`src/rtl/light_phase_sequencer_if.sv`:
```
// Signal bundle between the traffic-light sequencer and its surroundings.
// The slave modport is the sequencer side; master is the controller/sensor side.
interface light_phase_sequencer_if;
  logic       a_traffic;
  logic       b_traffic;
  logic       man_en;
  logic       man_a;
  logic       man_b;
  logic       a_light;
  logic       b_light;
  logic [3:0] a_time_l;
  logic [3:0] a_time_h;
  logic [3:0] b_time_l;
  logic [3:0] b_time_h;

  modport master (
    output a_traffic, b_traffic, man_en, man_a, man_b,
    input  a_light, b_light, a_time_l, a_time_h, b_time_l, b_time_h
  );

  modport slave (
    input  a_traffic, b_traffic, man_en, man_a, man_b,
    output a_light, b_light, a_time_l, a_time_h, b_time_l, b_time_h
  );
endinterface

```
`src/rtl/light_phase_sequencer.sv`:
```
// Two-road traffic light phase sequencer with BCD countdown display,
// traffic-extended greens and a police manual override.
// Optional feature: define LIGHT_WINK_EN to add the idle "wink" mode, where
// both lights blink together after CHECK_TIME ticks without any traffic.
module light_phase_sequencer #(
  parameter int TICK_DIV     = 50000000,
  parameter int GREEN_A_TIME = 30,
  parameter int GREEN_B_TIME = 20,
  parameter int ALLRED_TIME  = 3,
  parameter int CHECK_TIME   = 60
) (
  input logic                    clk,
  input logic                    rst_n,
  light_phase_sequencer_if.slave bus
);

  // Elaboration-time sanity check on the configuration.
  if (TICK_DIV < 2 || CHECK_TIME < 1 || CHECK_TIME > 255 ||
      GREEN_A_TIME < 1 || GREEN_A_TIME > 99 || GREEN_B_TIME < 1 ||
      GREEN_B_TIME > 99 || ALLRED_TIME < 1 || ALLRED_TIME > 99) begin : g_bad_param
    $error("light_phase_sequencer: parameter out of range");
  end

  localparam int PW = $clog2(TICK_DIV);

  // Durations pre-encoded as two BCD digits {high, low}.
  localparam logic [7:0] GREEN_A_BCD = 8'((GREEN_A_TIME / 10) * 16 + GREEN_A_TIME % 10);
  localparam logic [7:0] GREEN_B_BCD = 8'((GREEN_B_TIME / 10) * 16 + GREEN_B_TIME % 10);
  localparam logic [7:0] ALLRED_BCD  = 8'((ALLRED_TIME / 10) * 16 + ALLRED_TIME % 10);

  typedef enum logic [2:0] {
    A_GREEN,
    RED_AB,
    B_GREEN,
    RED_BA,
`ifdef LIGHT_WINK_EN
    WINK,
`endif
    MANUAL
  } state_t;

  state_t        state_q, state_d;
  logic [7:0]    cnt_q, cnt_d;      // countdown, BCD
  logic [7:0]    disp_q, disp_d;    // displayed digit pair, shared by A and B
  logic [PW-1:0] pre_q;
  logic          tick;
  logic          a_light, b_light;
  logic          any_traffic;

  assign tick        = (pre_q == PW'(TICK_DIV - 1));
  assign any_traffic = bus.a_traffic | bus.b_traffic;

  // BCD decrement; only ever applied to values >= 02.
  function automatic logic [7:0] bcd_dec(input logic [7:0] v);
    if (v[3:0] == 4'd0) bcd_dec = {v[7:4] - 4'd1, 4'd9};
    else                bcd_dec = {v[7:4], v[3:0] - 4'd1};
  endfunction

  // Free-running one-second prescaler, independent of the phase state.
  // NOTE: async reset lives in the sensitivity list; state uses <= so every
  // register samples the pre-edge values of the others.
  always_ff @(posedge clk or negedge rst_n) begin
    if (!rst_n)    pre_q <= '0;
    else if (tick) pre_q <= '0;
    else           pre_q <= pre_q + PW'(1);
  end

`ifdef LIGHT_WINK_EN
  logic [7:0] idle_q;
  logic       wink_q, wink_d;
  logic       idle_hit;

  // Entering wink happens on the tick that brings the idle count to CHECK_TIME.
  assign idle_hit = !any_traffic && (idle_q >= 8'(CHECK_TIME - 1));

  // Saturating count of consecutive no-traffic ticks; cleared by traffic or override.
  always_ff @(posedge clk or negedge rst_n) begin
    if (!rst_n)                                    idle_q <= '0;
    else if (state_q == MANUAL || any_traffic)     idle_q <= '0;
    else if (tick && idle_q < 8'(CHECK_TIME))      idle_q <= idle_q + 8'd1;
  end

  // Blink phase of the wink mode.
  always_ff @(posedge clk or negedge rst_n) begin
    if (!rst_n) wink_q <= 1'b0;
    else        wink_q <= wink_d;
  end
`endif

  // Phase state, countdown and registered display digits.
  always_ff @(posedge clk or negedge rst_n) begin
    if (!rst_n) begin
      state_q <= RED_BA;
      cnt_q   <= ALLRED_BCD;
      disp_q  <= ALLRED_BCD;
    end else begin
      state_q <= state_d;
      cnt_q   <= cnt_d;
      disp_q  <= disp_d;
    end
  end

  // Next-state logic; priority is override, then wink entry, then countdown.
  always_comb begin
    // NOTE: every output of this block gets a default first so no latch is inferred.
    state_d = state_q;
    cnt_d   = cnt_q;
`ifdef LIGHT_WINK_EN
    wink_d  = wink_q;
`endif
    if (bus.man_en) begin
      state_d = MANUAL;
    end else if (state_q == MANUAL) begin
      state_d = RED_BA;
      cnt_d   = ALLRED_BCD;
`ifdef LIGHT_WINK_EN
    end else if (state_q == WINK) begin
      if (any_traffic) begin
        state_d = RED_BA;
        cnt_d   = ALLRED_BCD;
      end else if (tick) begin
        wink_d  = ~wink_q;
      end
    end else if (tick && idle_hit) begin
      state_d = WINK;
      wink_d  = 1'b1;
`endif
    end else if (tick) begin
      if (cnt_q == 8'h01) begin
        case (state_q)
          A_GREEN: begin
            if (bus.a_traffic && !bus.b_traffic) cnt_d = GREEN_A_BCD;
            else begin state_d = RED_AB; cnt_d = ALLRED_BCD; end
          end
          RED_AB:  begin state_d = B_GREEN; cnt_d = GREEN_B_BCD; end
          B_GREEN: begin
            if (bus.b_traffic && !bus.a_traffic) cnt_d = GREEN_B_BCD;
            else begin state_d = RED_BA; cnt_d = ALLRED_BCD; end
          end
          RED_BA:  begin state_d = A_GREEN; cnt_d = GREEN_A_BCD; end
          default: ;
        endcase
      end else begin
        cnt_d = bcd_dec(cnt_q);
      end
    end
  end

  // Display content follows the next state so digits never lag the phase.
  always_comb begin
    disp_d = cnt_d;
    case (state_d)
      MANUAL:  disp_d = 8'hFF;
`ifdef LIGHT_WINK_EN
      WINK:    disp_d = 8'hAA;
`endif
      default: ;
    endcase
  end

  // Light decode from the current phase.
  always_comb begin
    a_light = 1'b0;
    b_light = 1'b0;
    case (state_q)
      A_GREEN: a_light = 1'b1;
      B_GREEN: b_light = 1'b1;
      MANUAL:  begin a_light = bus.man_a; b_light = bus.man_b; end
`ifdef LIGHT_WINK_EN
      WINK:    begin a_light = wink_q; b_light = wink_q; end
`endif
      default: ;
    endcase
  end

  assign bus.a_light  = a_light;
  assign bus.b_light  = b_light;
  assign bus.a_time_h = disp_q[7:4];
  assign bus.a_time_l = disp_q[3:0];
  assign bus.b_time_h = disp_q[7:4];
  assign bus.b_time_l = disp_q[3:0];

endmodule

```
`src/flat_wrapper.sv`:
```
// flat-port wrapper written by rule: the top's interface ports become plain ports
module light_phase_sequencer_flat 
#(
  parameter int TICK_DIV     = 50000000,
  parameter int GREEN_A_TIME = 30,
  parameter int GREEN_B_TIME = 20,
  parameter int ALLRED_TIME  = 3,
  parameter int CHECK_TIME   = 60
)
  (clk, rst_n, bus_a_traffic, bus_b_traffic, bus_man_en, bus_man_a, bus_man_b, bus_a_light, bus_b_light, bus_a_time_l, bus_a_time_h, bus_b_time_l, bus_b_time_h);
  light_phase_sequencer_if bus_i ();
  input logic clk;
  input logic rst_n;
  input wire logic [$bits(bus_i.a_traffic)-1:0] bus_a_traffic;
  input wire logic [$bits(bus_i.b_traffic)-1:0] bus_b_traffic;
  input wire logic [$bits(bus_i.man_en)-1:0] bus_man_en;
  input wire logic [$bits(bus_i.man_a)-1:0] bus_man_a;
  input wire logic [$bits(bus_i.man_b)-1:0] bus_man_b;
  output wire logic [$bits(bus_i.a_light)-1:0] bus_a_light;
  output wire logic [$bits(bus_i.b_light)-1:0] bus_b_light;
  output wire logic [$bits(bus_i.a_time_l)-1:0] bus_a_time_l;
  output wire logic [$bits(bus_i.a_time_h)-1:0] bus_a_time_h;
  output wire logic [$bits(bus_i.b_time_l)-1:0] bus_b_time_l;
  output wire logic [$bits(bus_i.b_time_h)-1:0] bus_b_time_h;
  assign bus_i.a_traffic = bus_a_traffic;
  assign bus_i.b_traffic = bus_b_traffic;
  assign bus_i.man_en = bus_man_en;
  assign bus_i.man_a = bus_man_a;
  assign bus_i.man_b = bus_man_b;
  assign bus_a_light = bus_i.a_light;
  assign bus_b_light = bus_i.b_light;
  assign bus_a_time_l = bus_i.a_time_l;
  assign bus_a_time_h = bus_i.a_time_h;
  assign bus_b_time_l = bus_i.b_time_l;
  assign bus_b_time_h = bus_i.b_time_h;
  light_phase_sequencer #(.TICK_DIV(TICK_DIV), .GREEN_A_TIME(GREEN_A_TIME), .GREEN_B_TIME(GREEN_B_TIME), .ALLRED_TIME(ALLRED_TIME), .CHECK_TIME(CHECK_TIME)) u_core (.clk(clk), .rst_n(rst_n), .bus(bus_i));
endmodule
```
`config.mk`:
```
export PLATFORM = sky130hd
export DESIGN_NAME = light_phase_sequencer_flat
export DESIGN_NICKNAME = d
export VERILOG_FILES = /design/src/rtl/light_phase_sequencer_if.sv /design/src/rtl/light_phase_sequencer.sv /design/src/flat_wrapper.sv
export SDC_FILE = /design/constraint.sdc
export NUM_CORES = 1
export LEC_CHECK = 0
export ABC_AREA = 1
export BUFFER_PORTS_ARGS = -buffer_cell sky130_fd_sc_hd__buf_2
export CAP_MARGIN = 15
export CORE_MARGIN = 8
export CORE_UTILIZATION = 25
export DETAILED_ROUTE_END_ITERATION = 10
export RECOVER_POWER = 25
export SYNTH_ARGS = -nofsm -noshare
export SYNTH_HDL_FRONTEND = slang
export SYNTH_SLANG_ARGS = --single-unit
```
`constraint.sdc`:
```
create_clock -name clk -period 2.8 [get_ports clk]
set_input_delay 0.56 -clock clk [delete_from_list [all_inputs] [get_ports clk]]
set_output_delay 0.56 -clock clk [all_outputs]
set_load 0.01 [all_outputs]
```
==> summary.txt <==
Layout
  – Post-layout instance area: 3250 um^2
  – Share of cells above drive strength 1: 14.0%
  – Layout area overhead: 12.6%
  – Storage cell area: 1130 um^2
  – Antenna cell count: 0
  – Fill cell count: 1,210
  – Fin nets: between 400 and 500
  – Multi-input logic area: 1450 um^2

Critical path
  – WP depth: 5
  – Reg2Reg Launch Point: u_core.pre_q[0]
  – Slowest stage delay, CP: 0.44 ns
  – Crit path launch: u_core.state_q[2]
  – Peak fanout along the critical path: 6
  – Worst reg2reg endpoint: u_core.cnt_q[3]
  – CP top delay family: simple AND/OR/NAND/NOR gates
  – Critical-path cell list: inv_1 -> nor2_1 -> nand2_1 -> nand2_1 -> buf_2
  – R2R depth: 10
  – CP most frequent cell: nand2_1
  – CP max stage cell: dfrtp_1
  – Critical path type: reg -> out
  – CP Buf/Inv Count: 2
  – CP Capture Type: output pin
  – Crit path to: bus_b_light
  – Reg-to-reg slack, setup: between 0.9 and 1 ns
  – Crit path launch type: flip-flop
  – WP data required: 2.24 ns
  – Worst path arrival time: 1.49 ns

Global routing
  – Vias in the first global route: 2,584
  – First-pass GRT wire length: ~12,000 um
  – Tot GR Track Use: 9.96%
  – Initial antenna violation count: 0
  – GR Overflow Total: 0
  – Largest net degree at the start of global routing: 25

Detailed routing
  – Highest routed metal layer: met4
  – Routed wire length: 7230 um
  – Drt first pass iters: 4
  – Met1 wire length: 3400 um
  – Metal2 WL: roughly 3200 um
  – DRT antenna net count: 0
  – DRC viols: 0
  – Vias per inst: approximately 4.6
  – Metal3 WL: 381 um
  – Drt first-iter violations: 224
  – Vias: 2,670
  – WL per Instance: roughly 12 um

Clocking
  – CTS Root Cell: clkbuf_16
  – TritonCTS clock tree: built
  – H-tree depth: 2
  – Worst-Skew Late Latency: 0.29 ns
  – Cts bufs inserted: 5
  – Longest Clk Path Bufs: 2
  – Worst-path clk slew: 0.06 ns
  – Post-CTS setup buffer count: 0
  – CTS Hold Bufs: 0
  – Clock sink count: 45
  – Post-CTS resize count: 0

STA
  – Fin Setup TNS: 0 ns
  – Minimum clock period: 2.05 ns
  – Tightest Pin Transition: 1.35 ns
  – Final setup fails: 0
  – Final Cycle Share: 73.4%
  – Max Slew Vio Count: 0
  – RSZ-0062 raised after global routing: false
  – Fmax: 487 MHz
  – Setup clock skew after layout: approximately 0.0051 ns
  – Worst relative slew slack: 10.0%
  – Final hold slack: 0.502 ns
  – Final Hold Vio Count: 0

Floorplan
  – DIE WIDTH: ~120 um
  – Die height: 124 um
  – # rows: 39
  – Core area: 11,400 um^2
  – Initial Utilization: 25.4%
  – Die ar.: 15,300 um^2
  – IO Pins: 25

Placed design
  – Dpl cell area: approximately 3100 um^2
  – Detailed placement HPWL: between 5000 and 6000 um
  – RePlAce Congestion: 0.906
  – Port buffer count: 24

Yosys
  – Netlist cell types: 31
  – Sequential fraction of the synthesis area: 39.2%
  – Dominant synthesized flop cell: dfrtp_1
  – Cell Area, Synth: 2890 um^2
  – Gate Count Post-Synth: 415
  – Syn Area/Cell: 6.96 um^2
  – Synth area leaders: dfrtp_1, nand2_1, inv_1
  – Post-synth EDFFs: 0
  – Asr flop ratio synth: between 90% and 100%
  – Post-synth top area cell: dfrtp_1
  – Syn nets: 425
  – Yosys reg bits: 45
  – Synth warnings: 0
  – Post-synth top area share: 33.8%

Pwr
  – Pwr Density: ~480 nW/um^2
  – Worst vdd ir: approximately 0.3 mV
  – Leak Pwr: 0.00164 uW
  – Switching power: about 460 uW
  – Int Power: 1090 uW
  – Switching share of power: 29.8%
  – Clock power share: between 30% and 40%
  – Combinational power share: 16.4%
  – Seq pwr share: 46.1%

Hold path
  – Worst min-delay path category: reg -> reg

Run status
  – Run status: completed

Job
  – Number of max-cap violations: 0
## routing by layer
metal  GRT usage [%]  vias to the layer above
li1                -                     1337
met1            13.1                     1229
met2            16.0                       89
met3            1.23                       15
met4            4.51                        0
met5               0                        -
## cell type report
cell class	instances	share of cell area [%]
Clock buffer	5	3.85
Multi-Input combinational cell	301	44.7
Sequential cell	45	34.9
Clock inverter	3	0.539
Tap cell	143	5.50
Inverter	57	6.58
Timing Repair Buffer	26	4.00
## state kept, by name (all words and copies together) (netlist names)
register	flops
u_core.pre_q	26
u_core.disp_q	8
u_core.cnt_q	8
u_core.state_q	3
## cell usage in the layout (no fill, tap or decap)
| master | Yosys | layout |
|---|---|---|
| inv_2 | 2 | 2 |
| o21ai_0 | 8 | 8 |
| and3_1 | 1 | 1 |
| nor3_1 | 12 | 12 |
| clkinvlp_4 | 0 | 1 |
| clkbuf_16 | 0 | 5 |
| inv_1 | 54 | 54 |
| nor2_2 | 5 | 5 |
| nor2_1 | 50 | 50 |
| nand3b_1 | 1 | 1 |
| nand4_2 | 1 | 1 |
| nand4_1 | 12 | 12 |
| xnor2_1 | 3 | 3 |
| clkinv_1 | 1 | 1 |
| dfstp_2 | 6 | 6 |
| buf_2 | 2 | 23 |
| a21boi_0 | 1 | 1 |
| nor3_2 | 1 | 1 |
| nand2_4 | 1 | 1 |
| dfrtp_1 | 39 | 39 |
| nand2_1 | 130 | 130 |
| ha_1 | 3 | 3 |
| o211ai_1 | 1 | 1 |
| a31oi_1 | 1 | 1 |
| xor2_1 | 9 | 9 |
| nand3_1 | 38 | 38 |
| clkinv_2 | 0 | 2 |
| nor2_4 | 6 | 6 |
| nand2_2 | 5 | 5 |
| o21ai_1 | 2 | 2 |
| clkbuf_1 | 0 | 2 |
| nand3_2 | 2 | 2 |
| buf_4 | 9 | 1 |
| a21oi_1 | 8 | 8 |
## synthesized netlist by cell type, types with 2 or more instances
master,number
nand3_1,38
buf_4,9
nor3_1,12
nand4_1,12
nor2_4,6
nand2_2,5
inv_1,54
inv_2,2
nor2_1,50
ha_1,3
a21oi_1,8
dfstp_2,6
buf_2,2
nor2_2,5
xnor2_1,3
nand3_2,2
dfrtp_1,39
nand2_1,130
xor2_1,9
o21ai_1,2
o21ai_0,8
## logic make-up after synthesis
group           synth area share (%)
xor+xnor                        3.64
buf+inv                         10.5
flops                           39.2
compound gates                  3.85
simple gates                    41.5
fa+ha+maj                       1.30
## worst min path at each step
| stage | slack, ns | from | end | cells past startpoint |
|---|---|---|---|---|
| floorplan | 0.26 | rst_n | u_core.cnt_q[2] | 0 |
| CTS | 0.29 | rst_n | u_core.pre_q[6] | 1 |
| finish | 0.50 | u_core.pre_q[0] | u_core.pre_q[0] | 1 |
| detailed placement | 0.50 | u_core.pre_q[0] | u_core.pre_q[0] | 1 |
| global placement | 0.47 | u_core.pre_q[0] | u_core.pre_q[0] | 1 |
| global route | 0.53 | u_core.pre_q[0] | u_core.pre_q[0] | 1 |
## through the flow
step / total power, uW / setup slack (ns) / util, % / std cells
floorplan: 900 / 1.30 / - / 415
global placement: 983 / 0.988 / 27.4 / 572
detailed placement: 988 / 0.913 / 27.4 / 572
CTS: 1570 / 0.705 / 28.6 / 580
global route: 1640 / 0.536 / 28.6 / 580
finish: 1550 / 0.745 / 28.6 / 580
## power by group through the flow
stage | registers (uW) | logic [uW] | clock network [uW]
finish | 717 | 255 | 582
floorplan | 722 | 178 | 0
global placement | 728 | 255 | 0
detailed placement | 729 | 259 | 0
CTS | 717 | 261 | 595
global route | 723 | 294 | 619
Power figures use the tool's default switching activity.
